<file path="config.mk">
export PLATFORM = sky130hd
export DESIGN_NAME = sad_search_ctrl
export DESIGN_NICKNAME = d
export VERILOG_FILES = /design/src/rtl/sad_pkg.sv /design/src/rtl/sad_min_tracker.sv /design/src/rtl/sad_search_ctrl.sv
export SDC_FILE = /design/constraint.sdc
export NUM_CORES = 1
export LEC_CHECK = 0
export ABC_AREA = 1
export BUFFER_PORTS_ARGS = -buffer_cell sky130_fd_sc_hd__buf_4
export CELL_PAD_IN_SITES_DETAIL_PLACEMENT = 1
export CELL_PAD_IN_SITES_GLOBAL_PLACEMENT = 1
export CORE_MARGIN = 5
export CORE_UTILIZATION = 42
export DETAILED_ROUTE_END_ITERATION = 7
export HOLD_SLACK_MARGIN = 0.1
export PLACE_DENSITY = 0.85
export SYNTH_ARGS = -nofsm -noshare
export SYNTH_HDL_FRONTEND = slang
export SYNTH_SLANG_ARGS = --single-unit
</file>
<file path="constraint.sdc">
create_clock -name clk -period 3.9 [get_ports clk]
set_input_delay 0.195 -clock clk [delete_from_list [all_inputs] [get_ports clk]]
set_output_delay 0.195 -clock clk [all_outputs]
set_load 0.03 [all_outputs]
</file>
<file path="src/rtl/sad_pkg.sv">
// Shared types and width helpers for the SAD motion-search controller and
// anything that connects to the registered SAD unit.
package sad_pkg;

   typedef enum logic [1:0] {
      IDLE  = 2'd0,
      ISSUE = 2'd1,
      DRAIN = 2'd2,
      DONE  = 2'd3
   } sad_state_e;

   // Never return a zero-width field, even for degenerate sizes.
   function automatic int clog2_min1(input int n);
      return (n <= 1) ? 1 : $clog2(n);
   endfunction

   function automatic int row_sad_w(input int width, input int inputs);
      return width + $clog2(inputs);
   endfunction

   function automatic int blk_sad_w(input int width, input int inputs, input int rows);
      return row_sad_w(width, inputs) + $clog2(rows);
   endfunction

   function automatic int cur_addr_w(input int rows);
      return clog2_min1(rows);
   endfunction

   function automatic int ref_addr_w(input int cands, input int rows);
      return clog2_min1(cands + rows - 1);
   endfunction

   function automatic int idx_w(input int cands);
      return clog2_min1(cands);
   endfunction

endpackage

</file>
<file path="src/rtl/sad_min_tracker.sv">
// Accumulates tagged row SADs into block SADs and keeps the smallest block SAD
// together with the candidate index that produced it.
module sad_min_tracker
   import sad_pkg::*;
#(
   parameter int WIDTH  = 8,
   parameter int INPUTS = 4,
   parameter int ROWS   = 4,
   parameter int CANDS  = 8
)(
   input  logic                                   clk,
   input  logic                                   rst,
   input  logic                                   clr,
   input  logic                                   vld,
   input  logic                                   first,
   input  logic                                   last,
   input  logic [idx_w(CANDS)-1:0]                cand,
   input  logic [row_sad_w(WIDTH, INPUTS)-1:0]    sad_in,
   output logic [blk_sad_w(WIDTH, INPUTS, ROWS)-1:0] best_sad,
   output logic [idx_w(CANDS)-1:0]                best_idx
);

   localparam int RSW = row_sad_w(WIDTH, INPUTS);
   localparam int BSW = blk_sad_w(WIDTH, INPUTS, ROWS);

   logic [BSW-1:0] acc;
   logic [BSW-1:0] sad_ext;
   logic [BSW-1:0] blk;

   function automatic logic [BSW-1:0] widen(input logic [RSW-1:0] x);
      return BSW'(x);
   endfunction

   assign sad_ext = widen(sad_in);
   // A first row restarts the sum; this also covers single-row blocks.
   assign blk     = first ? sad_ext : acc + sad_ext;

   always_ff @(posedge clk) begin
      if (clr)
         acc <= '0;
      else if (vld)
         acc <= blk;
   end

   // Strict less-than: on equal SADs the earlier (lower) candidate stays.
   always_ff @(posedge clk) begin
      if (rst) begin
         best_sad <= '0;
         best_idx <= '0;
      end else if (clr) begin
         best_sad <= '1;
         best_idx <= '0;
      end else if (vld && last && (blk < best_sad)) begin
         best_sad <= blk;
         best_idx <= cand;
      end
   end

endmodule

</file>
<file path="src/rtl/sad_search_ctrl.sv">
// Vertical block-matching search sequencer: issues row reads for every
// candidate, tags them through the memory + SAD latency, and tracks the best.
module sad_search_ctrl
   import sad_pkg::*;
#(
   parameter int WIDTH  = 8,
   parameter int INPUTS = 4,
   parameter int ROWS   = 4,
   parameter int CANDS  = 8
)(
   input  logic                                      clk,
   input  logic                                      rst,
   input  logic                                      start,
   output logic                                      busy,
   output logic                                      done,
   output logic                                      rd_en,
   output logic [cur_addr_w(ROWS)-1:0]               cur_addr,
   output logic [ref_addr_w(CANDS, ROWS)-1:0]        ref_addr,
   input  logic [row_sad_w(WIDTH, INPUTS)-1:0]       sad_in,
   output logic [blk_sad_w(WIDTH, INPUTS, ROWS)-1:0] best_sad,
   output logic [idx_w(CANDS)-1:0]                   best_idx
);

   localparam int CAW = cur_addr_w(ROWS);
   localparam int RAW = ref_addr_w(CANDS, ROWS);
   localparam int IW  = idx_w(CANDS);

   localparam logic [CAW-1:0] ROW_LAST  = CAW'(ROWS - 1);
   localparam logic [IW-1:0]  CAND_LAST = IW'(CANDS - 1);

   sad_state_e     state;
   logic [CAW-1:0] r;
   logic [IW-1:0]  c;
   logic           drain_cnt;
   logic           clr;

   logic           vld_p0, vld_p1;
   logic           first_p0, first_p1;
   logic           last_p0, last_p1;
   logic [IW-1:0]  cand_p0, cand_p1;

   function automatic logic [RAW-1:0] ref_sum(input logic [IW-1:0] cc, input logic [CAW-1:0] rr);
      return RAW'(cc) + RAW'(rr);
   endfunction

   assign clr = (state == IDLE) && start;

   // Addresses are registered alongside the counters so they leave the block
   // straight from flops; r/c always describe the row being issued this cycle.
   always_ff @(posedge clk) begin
      if (rst) begin
         state     <= IDLE;
         busy      <= 1'b0;
         done      <= 1'b0;
         rd_en     <= 1'b0;
         cur_addr  <= '0;
         ref_addr  <= '0;
         r         <= '0;
         c         <= '0;
         drain_cnt <= 1'b0;
      end else begin
         case (state)
            IDLE: begin
               done <= 1'b0;
               if (start) begin
                  state    <= ISSUE;
                  busy     <= 1'b1;
                  rd_en    <= 1'b1;
                  r        <= '0;
                  c        <= '0;
                  cur_addr <= '0;
                  ref_addr <= '0;
               end
            end
            ISSUE: begin
               if (r == ROW_LAST) begin
                  if (c == CAND_LAST) begin
                     state     <= DRAIN;
                     rd_en     <= 1'b0;
                     drain_cnt <= 1'b0;
                     cur_addr  <= '0;
                     ref_addr  <= '0;
                  end else begin
                     r        <= '0;
                     c        <= c + 1'b1;
                     cur_addr <= '0;
                     ref_addr <= ref_sum(c + 1'b1, '0);
                  end
               end else begin
                  r        <= r + 1'b1;
                  cur_addr <= r + 1'b1;
                  ref_addr <= ref_sum(c, r + 1'b1);
               end
            end
            DRAIN: begin
               drain_cnt <= 1'b1;
               if (drain_cnt) begin
                  state <= DONE;
                  done  <= 1'b1;
               end
            end
            DONE: begin
               state <= IDLE;
               done  <= 1'b0;
               busy  <= 1'b0;
            end
            default: state <= IDLE;
         endcase
      end
   end

   // p0: memory read in flight
   always_ff @(posedge clk) begin
      if (rst) begin
         vld_p0 <= 1'b0;
         vld_p1 <= 1'b0;
      end else begin
         vld_p0 <= rd_en;
         vld_p1 <= vld_p0;
      end
   end

   always_ff @(posedge clk) begin
      first_p0 <= (r == '0);
      last_p0  <= (r == ROW_LAST);
      cand_p0  <= c;
      // p1: SAD unit register stage, sad_in belongs to this tag
      first_p1 <= first_p0;
      last_p1  <= last_p0;
      cand_p1  <= cand_p0;
   end

   sad_min_tracker #(
      .WIDTH  (WIDTH),
      .INPUTS (INPUTS),
      .ROWS   (ROWS),
      .CANDS  (CANDS)
   ) u_tracker (
      .clk      (clk),
      .rst      (rst),
      .clr      (clr),
      .vld      (vld_p1),
      .first    (first_p1),
      .last     (last_p1),
      .cand     (cand_p1),
      .sad_in   (sad_in),
      .best_sad (best_sad),
      .best_idx (best_idx)
   );

endmodule

</file>
==> run_results.csv, run 1 <==
group,metric,value,unit
timing,tightest_slew,0.8284,ns
final_layout,regArea,1121,um2
yosys,synth_cell_type_count,33,
setup_path,required,4.14,ns
floorplan,num_rows,32,
floorplan,die_h,97.91,um
outcome,status,"completed",
final_layout,area_growth,13.22,%
timing,rsz0062_at_grt,"no",
yosys,syn_area_per_cell,7.010,um2
final_layout,drive_gt1_share,11.49,%
clock_network,clock_latency,0.31,ns
worst_hold_path,hold_path_startpoint,"rst",
worst_hold_path,worstHoldPathCells,2,
final_layout,fin_cells,598,
clock_network,cts_setup_buffers,0,
setup_path,path_class,"register to register",
setup_path,worstReg2RegStart,"u_tracker.acc[0]",
floorplan,boundaryPins,37,
setup_path,worstPathMaxFanout,16,
timing,period_share,86.64,%
yosys,syn_inst,463,
place,port_buffers,36,
setup_path,arrival,3.62,ns
global_route,grt_use_total,18.72,%
place,place_congestion,0.8772,
final_layout,post-route-util,48.31,%
setup_path,r2r_cells,19,
yosys,netlist_area,3246,um2
yosys,yosys.area.top_type,"dfxtp_1",
clock_network,cts_resized,0,
place,dp_hpwl,6910,um
timing,slew_headroom,44.70,%
global_route,grt_max_degree,38,
route,dr.first_iter.drc_count,132,
yosys,syn_nets,509,
clock_network,cts_buffer_depth,2,
power_and_ir_drop,powerDensity,692.2,nW/um2
power_and_ir_drop,peakVddDrop,0.3020,mV
setup_path,end_kind,"register",
route,vias,3096,
floorplan,initial_core_util,42.66,%
final_layout,multi_input_area,1764,um2
yosys,ys_seq_area_share,34.54,%
route,routed_wirelength,8926,um
timing,hold_violations,0,
clock_network,h-tree-depth,2,
yosys,ys_ff_latch,56,
route,drtPass1Iterations,4,
clock_network,clk_pin_slew,0.11,ns
route,avgRoutedWirePerCell,14.93,um
worst_hold_path,hold_class,"input pin to register",
yosys,post-synth-top-area-fraction,34.54,%
yosys,synth_area_leaders,"dfxtp_1 35%, nand2_1 13%, ha_1 12%",
place,dp_slack,0.5618,ns
floorplan,core_region_area,7607,um2
global_route,overflow,0,
yosys,ys_warn_count,0,
yosys,synth-main-ff-cell,"dfxtp_1",
job,maxCapViolCount,0,
clock_network,cts_made_buffers,5,
global_route,antenna_found_initial,0,
route,routed_via_density,5.177,
clock_network,tritoncts,"done",
timing,fmax,295.9,MHz
yosys,synthArstFlopShare,0,%
place,placedCellCount,590,
clock_network,cts-hold-fix-buffers,0,
clock_network,root_buffer,"clkbuf_8",
setup_path,critical_path.startpoint,"u_tracker.acc[0]",
final_layout,nets,541,
timing,slew_viol_final,0,
setup_path,start_kind,"register",
floorplan,fp.dieW,97.91,um
clock_network,cts.sinks,56,
route,drtAntennaViolNets,0,
route,drc,0,
yosys,synth_common_cells,"114 x nand2_1, 76 x inv_1, 56 x dfxtp_1, 47 x a21oi_1, 40 x nand3_1",
floorplan,dieArea,9585,um2
power_and_ir_drop,p_leak,0.001837,uW
final_layout,antenna_cells,0,
timing,setup_tns,0,ns
timing,setup_viol,0,
timing,fin_skew,0.009303,ns
global_route,grt_pass1_wl,14870,um
yosys,synth_edf_count,0,
timing,layout_min_cycle_time,3.379,ns
final_layout,fill_cells,996,
timing,worst_slack,0.5210,ns
global_route,grt_pass1_vias,3211,
yosys,synth_most_common_cell,"nand2_1",
state kept, by name, indices dropped and copies added (netlist names), 2 cells and up:
register	count
u_tracker.acc	12
u_tracker.best_idx	3
r	2
u_tracker.best_sad	12
ref_addr	4
cur_addr	2
c	3
cand_p1	3
cand_p0	3
state	2
stage by stage:
step	area (um2)	hold slack (ns)	power [uW]
2_1_floorplan	3246	0.2735	1824
3_3_place_gp	3586	0.3106	2151
3_5_place_dp	3586	0.3138	2231
4_1_cts	3675	0.2237	2565
5_1_grt	3675	0.2292	2781
6_report	3675	0.2436	2544
path summary, 6_finish.rpt:
path	to	slack, ns
max	u_tracker.best_sad[5]	0.52
min	vld_p1	0.24
max reg2reg	u_tracker.best_sad[5]	0.52
min reg2reg	last_p1	0.34
where the power goes:
group          total [uW]  internal [uW]  switching (uW)
Combinational        1340            466             873
Sequential            879            741             137
Clock                 326            128             197
critical path, stage by stage, from the launching register on:
cell and delay (ns):
dfxtp_1 0.35, ha_1 0.19, inv_1 0.06, fa_1 0.35, inv_1 0.16, nand3_1 0.12
nand3_1 0.16, nand2_1 0.10, nand3_1 0.09, nand3_1 0.08, nand2_1 0.13, inv_1 0.06
ha_1 0.26, nand2_1 0.10, o21ai_0 0.12, a21oi_2 0.27, nand3_4 0.23, nand2_4 0.20
nand2_1 0.10, a21oi_1 0.14
layout by cell type, fill, tap and decap left out, types with 2 or more instances in the layout:
cell type,n
a21oi_1,47
buf_4,37
clkbuf_8,5
dfxtp_1,56
fa_1,2
ha_1,31
inv_1,76
nand2_1,114
nand2_2,3
nand3_1,40
nand3b_1,2
nand4_1,9
nor2_1,22
o2111ai_1,2
o211ai_1,2
o21ai_0,26
o31ai_1,2
or2_2,4
kinds of logic (layout without fill, tap and decap cells):
family	count (synthesis)	in the layout	share of synthesized area, %
DFF	56	56	34.54
and+or+nand+nor	199	199	26.87
AOI/OAI and AO/OA	85	85	14.30
adders and majority gates	33	33	13.18
buffers and inverters	90	123	11.10
metal layers:
| metal | up-vias | share of wire (%) | GRT usage [%] | routed length [um] |
|---|---|---|---|---|
| li1 | 1562 | - | - | - |
| met1 | 1473 | 45 | 22.46 | 4013 |
| met4 | 0 | 1.6 | 4.579 | 141 |
| met5 | - | 0 | 0 | 0 |
| met2 | 49 | 50 | 34.24 | 4497 |
| met3 | 12 | 3.0 | 3.571 | 272 |
cell type report:
| type | count | share of cell area [%] |
|---|---|---|
| Multi-Input combinational cell | 317 | 48.01 |
| Sequential cell | 56 | 30.51 |
| Inverter | 78 | 8.035 |
| Timing Repair Buffer | 37 | 7.559 |
| Tap cell | 102 | 3.473 |
| Clock buffer | 6 | 1.975 |
| Clock inverter | 2 | 0.4426 |
Note: power is estimated with default switching activity, not from simulation.
==> run 2: changes to the inputs <==
CORE_UTILIZATION = 38   (was 42)
PLACE_DENSITY = 0.82   (was 0.85)
clock period = 3 ns   (was 3.9 ns; I/O delays follow)
==> run 2 against run 1 <==
  * Clock-buffer cell count stayed put
  * Via count increased by 5.2%
  * Register-to-register slack worse by 0.42 ns
  * First-iteration DRC count down 44%
  * Combinational power rose by 63%
  * Hold slack worse by 0.046 ns
  * Sequential power up 31%
  * Clock skew is 0.0081 ns higher
  * Critical path depth fell by 2
  * Total power is 52% higher
==> run_results.csv, run 2 (synthesized netlist as in run 1, its figures left out) <==
group,metric,value,unit
global_route,grt_pass1_wl,16000,um
setup_path,cp_top_family,"simple AND/OR/NAND/NOR gates",
clock_network,clock_latency,0.33,ns
power_and_ir_drop,powerDensity,929.8,nW/um2
timing,period_share,96.78,%
setup_path,path_class,"register to register",
place,place_congestion,0.8666,
setup_path,arrival,3.16,ns
global_route,grt_use_total,19.29,%
timing,hold_violations,0,
setup_path,slowest_stage,"dfxtp_2",
global_route,antenna_found_initial,0,
timing,layout_min_cycle_time,2.904,ns
timing,rsz0062_at_grt,"yes",
floorplan,boundaryPins,37,
setup_path,worstPathMaxFanout,8,
timing,slew_viol_final,0,
route,routed_wirelength,10040,um
final_layout,nets,561,
setup_path,slowest_delay,0.37,ns
timing,slew_headroom,67.04,%
clock_network,cts_buffer_depth,2,
power_and_ir_drop,p_comb_share,56.6,%
setup_path,worstPathCellList,"ha_4, inv_1, fa_2, inv_4, nand3_4, nand4_1, nand3_1, o21ai_0, inv_1, ha_1, nand2_1, nor4_4, nand2_2, nand3_4, buf_6, nand3_1, a21oi_2",
place,port_buffers,36,
power_and_ir_drop,pwr-share-seq,29.8,%
route,drc,0,
clock_network,cts_made_buffers,5,
final_layout,drive_gt1_share,24.03,%
clock_network,h-tree-depth,2,
clock_network,clk_pin_slew,0.10,ns
outcome,status,"completed",
power_and_ir_drop,peakVddDrop,0.4176,mV
power_and_ir_drop,p_leak,0.001976,uW
final_layout,area_growth,28.22,%
clock_network,root_buffer,"clkbuf_8",
worst_hold_path,hold_class,"input pin to register",
job,maxCapViolCount,0,
timing,fmax,344.4,MHz
setup_path,cp_num_buf_inv,4,
power_and_ir_drop,swShare,46.32,%
power_and_ir_drop,pwr-share-clk,13.5,%
final_layout,fin_cells,621,
power_and_ir_drop,switchingPower,1792,uW
global_route,overflow,0,
floorplan,dieArea,10490,um2
route,vias,3257,
final_layout,top_regs,"u_tracker.acc (12), u_tracker.best_sad (12), ref_addr (4)",
floorplan,num_rows,33,
route,avgRoutedWirePerCell,16.17,um
place,dp_hpwl,7229,um
route,routed_via_density,5.245,
clock_network,tritoncts,"done",
place,placedCellCount,607,
final_layout,final_cell_area,4161,um2
timing,tightest_slew,0.4892,ns
setup_path,required,3.26,ns
final_layout,final_common_cell,"nand2_1",
route,drtAntennaViolNets,0,
floorplan,fp.dieW,102.4,um
setup_path,end_kind,"register",
place,placed_cell_area,3695,um2
floorplan,initial_core_util,39.30,%
floorplan,die_h,102.4,um
global_route,grt_max_degree,36,
final_layout,fill_cells,1061,
final_layout,layout_common_cells,"104 x nand2_1, 75 x inv_1, 54 x dfxtp_1, 54 x buf_4, 39 x a21oi_1",
timing,setup_viol,0,
final_layout,antenna_cells,0,
global_route,grt_pass1_vias,3449,
power_and_ir_drop,p_int,2077,uW
timing,fin_skew,0.01744,ns
route,drtPass1Iterations,4,
setup_path,start_kind,"register",
floorplan,core_region_area,8258,um2
timing,finalHoldWorstSlack,0.1977,ns
route,dr.first_iter.drc_count,74,
clock_network,cts.sinks,56,
[run 2: final cells by class]
cell class | count | area (um2) | area share [%]
Sequential cell | 56 | 1124 | 27.00
Clock inverter | 2 | 38.79 | 0.9321
Multi-Input combinational cell | 318 | 2069 | 49.73
Tap cell | 105 | 131.4 | 3.157
Inverter | 78 | 297.8 | 7.156
Clock buffer | 6 | 72.57 | 1.744
Timing Repair Buffer | 56 | 427.9 | 10.28
[run 2: per-stage QoR]
| stage | setup TNS [ns] | util [%] | total power, uW | worst slack, ns |
|---|---|---|---|---|
| after global placement | 0 | 44.74 | 2906 | 0.07323 |
| after CTS | 0 | 46.76 | 3603 | 0.007105 |
| final | 0 | 50.39 | 3869 | 0.09650 |
| after global routing | -0.6298 | 50.39 | 4189 | -0.06822 |
| after detailed placement | -0.5201 | 44.74 | 3001 | -0.06418 |
| after floorplan | 0 | - | 2371 | 0.2612 |
[run 2: path summary, 6_finish.rpt]
kind / startpoint / to / slack (ns) / cells past startpoint
hold reg to reg: last_p0 / last_p1 / 0.33 / 0
setup reg to reg: u_tracker.acc[0] / u_tracker.best_sad[2] / 0.1 / 17
hold / removal: start / busy / 0.20 / 3
setup / recovery: u_tracker.acc[0] / u_tracker.best_sad[2] / 0.1 / 17
[run 2: what timing repair did]
item / 4_1_cts / 5_1_grt
setup endpoints to repair: 15 / 15
resized for setup: 11 / 53
cloned: 0 / 1
pin swaps: 3 / 16
setup buffers: 2 / 3
hold buffers: 0 / 0
[run 2: metal layers]
metal | GRT usage (%) | part of all wire, %
met5 | 0 | 0
met3 | 3.618 | 2.5
met4 | 6.660 | 3.0
met2 | 36.08 | 52
met1 | 21.73 | 42
[run 2: worst register-to-register path: stages (launching register included)]
cell	delay, ns
dfxtp_2	0.37
ha_4	0.15
inv_1	0.05
fa_2	0.35
inv_4	0.09
nand3_4	0.08
nand4_1	0.08
nand3_1	0.08
o21ai_0	0.17
inv_1	0.09
ha_1	0.28
nand2_1	0.09
nor4_4	0.29
nand2_2	0.12
nand3_4	0.18
buf_6	0.15
nand3_1	0.08
a21oi_2	0.15
[run 2: power groups by stage]
stage                     combinational (uW)  clock, uW  sequential, uW
after global routing                    2440        569            1180
final                                   2190        524            1150
after CTS                               1930        536            1130
after global placement                  1770          0            1130
after floorplan                         1140          0            1230
after detailed placement                1850          0            1150
==> run 3: changes to the inputs <==
PLACE_DENSITY = not set   (was 0.82)
PLACE_DENSITY_LB_ADDON = 0.1   (was not set)
==> run 3 against run 2 <==
  * Total power shrank 5.2%
  * Highest routed layer unchanged
  * Clock-buffer cell count shrank 1
  * Combinational power shrank 5%
  * Clock skew shrank 0.0016 ns
  * Design area shrank 2.6%
  * Non-clock buffer count grew 1
  * Largest power group unchanged
  * Routed wire length shrank 4.5%
  * Core utilization shrank 1.3 points
  * Sequential share of layout area grew 0.68 points
  * Via count shrank 2.4%
==> run_results.csv, run 3 (synthesized netlist as in run 1, its figures left out) <==
group,metric,value,unit
outcome,status,"completed",
timing,period_share,98.02,%
power_and_ir_drop,switchingPower,1728,uW
clock_network,clk_pin_slew,0.12,ns
setup_path,worstReg2RegStart,"u_tracker.acc[0]",
route,routed_wirelength,9587,um
final_layout,fin_cells,622,
clock_network,cts.sinks,56,
route,vias,3179,
timing,hold_violations,0,
setup_path,cp_num_buf_inv,5,
final_layout,area_growth,24.94,%
route,avgRoutedWirePerCell,15.41,um
timing,fin_skew,0.01581,ns
route,drc,0,
timing,layout_min_cycle_time,2.941,ns
worst_hold_path,min_to,"rd_en",
final_layout,layout_common_cells,"107 x nand2_1, 75 x inv_1, 55 x dfxtp_1",
worst_hold_path,hold_class,"input pin to register",
global_route,antenna_found_initial,0,
setup_path,end_kind,"register",
final_layout,final_common_cell,"nand2_1",
global_route,grt_pass1_wl,15210,um
floorplan,boundaryPins,37,
setup_path,cp_top_family,"simple AND/OR/NAND/NOR gates",
power_and_ir_drop,p_leak,0.001962,uW
clock_network,cts_made_buffers,5,
power_and_ir_drop,swShare,47.14,%
route,dr.first_iter.drc_count,112,
clock_network,cts_buffer_depth,2,
setup_path,path_class,"register to register",
place,placedCellCount,608,
route,routed_via_density,5.111,
timing,slew_headroom,71.00,%
clock_network,tritoncts,"done",
final_layout,drive_gt1_share,21.66,%
floorplan,dieArea,10490,um2
timing,setup_viol,0,
setup_path,start_kind,"register",
place,dp_hpwl,7202,um
floorplan,initial_core_util,39.30,%
global_route,overflow,0,
floorplan,num_rows,33,
global_route,grt_pass1_vias,3308,
worst_hold_path,worstHoldPathCells,3,
setup_path,cp_common_cell,"inv_1",
power_and_ir_drop,pwr-share-clk,12.4,%
final_layout,final_cell_area,4055,um2
setup_path,slowest_stage,"dfxtp_2",
global_route,grt_max_degree,35,
setup_path,r2r-end,"u_tracker.best_sad[0]",
timing,fmax,340.1,MHz
route,drtAntennaViolNets,0,
timing,tightest_slew,0.4350,ns
power_and_ir_drop,p_int,1938,uW
floorplan,fp.dieW,102.4,um
timing,slew_viol_final,0,
clock_network,root_buffer,"clkbuf_8",
setup_path,required,3.19,ns
job,maxCapViolCount,0,
setup_path,worstPathCellList,"ha_4, inv_1, fa_2, inv_2, nand3_2, nand4_1, nand3_1, o21ai_1, inv_1, ha_1, nand2_1, inv_1, nor2_1, o21ai_1, a21oi_2, nand3_4, buf_6, nand3_1, a21oi_1",
floorplan,die_h,102.4,um
place,port_buffers,36,
final_layout,top_regs,"u_tracker.acc (12), u_tracker.best_sad (12), ref_addr (4)",
route,drtPass1Iterations,4,
clock_network,clock_latency,0.32,ns
power_and_ir_drop,pwr-share-seq,31.0,%
power_and_ir_drop,peakVddDrop,0.3056,mV
timing,finalHoldWorstSlack,0.1581,ns
final_layout,antenna_cells,0,
setup_path,slowest_delay,0.37,ns
final_layout,nets,562,
power_and_ir_drop,powerDensity,904.2,nW/um2
floorplan,core_region_area,8258,um2
final_layout,post-route-util,49.11,%
setup_path,r2r_cells,19,
timing,setup_tns,0,ns
clock_network,h-tree-depth,2,
global_route,grt_use_total,18.33,%
setup_path,r2r_setup_slack,0.06,ns
place,place_congestion,0.8206,
place,placed_cell_area,3702,um2
clock_network,cts-hold-fix-buffers,0,
power_and_ir_drop,p_comb_share,56.6,%
setup_path,worstPathMaxFanout,7,
worst_hold_path,hold_path_startpoint,"start",
setup_path,arrival,3.13,ns
[run 3: cell count changes in the layout (fill, tap and decap cells not counted), sizes merged]
cell / before / now
bufinv: 1 / 0
buf: 56 / 57
clkbuf: 6 / 5
clkinvlp: 0 / 2
[run 3: final cells by class]
class                      count  area [um2]
clock buffer                   5       68.82
clock inverter                 3       26.28
fill                        1071        4203
inverter                      78       295.3
multi-input combinational    318        1972
sequential                    56        1122
tap                          105       131.4
timing repair buffer          57       439.2
[run 3: how the worst max path moves through the flow]
stage | from | end | slack [ns] | depth (start not counted)
floorplan | u_tracker.acc[0] | u_tracker.best_sad[10] | 0.26 | 19
global placement | u_tracker.acc[2] | u_tracker.best_sad[0] | 0.09 | 19
detailed placement | u_tracker.acc[0] | u_tracker.best_sad[10] | -0.04 | 19
CTS | u_tracker.acc[0] | u_tracker.best_sad[10] | 0.007 | 19
global route | u_tracker.acc[0] | u_tracker.best_sad[4] | -0.08 | 19
finish | u_tracker.acc[0] | u_tracker.best_sad[0] | 0.06 | 19
[run 3: timing repair]
item	in CTS	in global routing
pin swaps	3	15
resized for setup	8	36
endpoints found under the setup margin	15	15
buffers inserted	2	3
cloned	0	1
[run 3: worst min-delay path, cell delays in order]
cell and delay, ns:
buf_4 0.11, nand2_2 0.09, o31ai_1 0.07
[run 3: through the flow]
| step | setup WS (ns) | power [uW] |
|---|---|---|
| finish | 0.05928 | 3667 |
| global route | -0.08483 | 4003 |
| CTS | 0.007396 | 3524 |
| detailed placement | -0.03758 | 2992 |
| global placement | 0.08512 | 2937 |
| floorplan | 0.2612 | 2371 |
[run 3: power by group through the flow]
stage / Clock (uW) / Combinational (uW) / Sequential, uW
2_1_floorplan: 0 / 1140 / 1230
3_3_place_gp: 0 / 1800 / 1140
3_5_place_dp: 0 / 1850 / 1140
4_1_cts: 475 / 1920 / 1130
5_1_grt: 510 / 2320 / 1170
6_report: 455 / 2080 / 1140
[run 3: layer usage]
metal	vias up	routed length (um)	global-route usage (%)
met5	-	0	0
met4	0	307	6.357
met3	18	261	2.662
met2	52	5027	34.53
met1	1500	3990	20.91
li1	1609	-	-
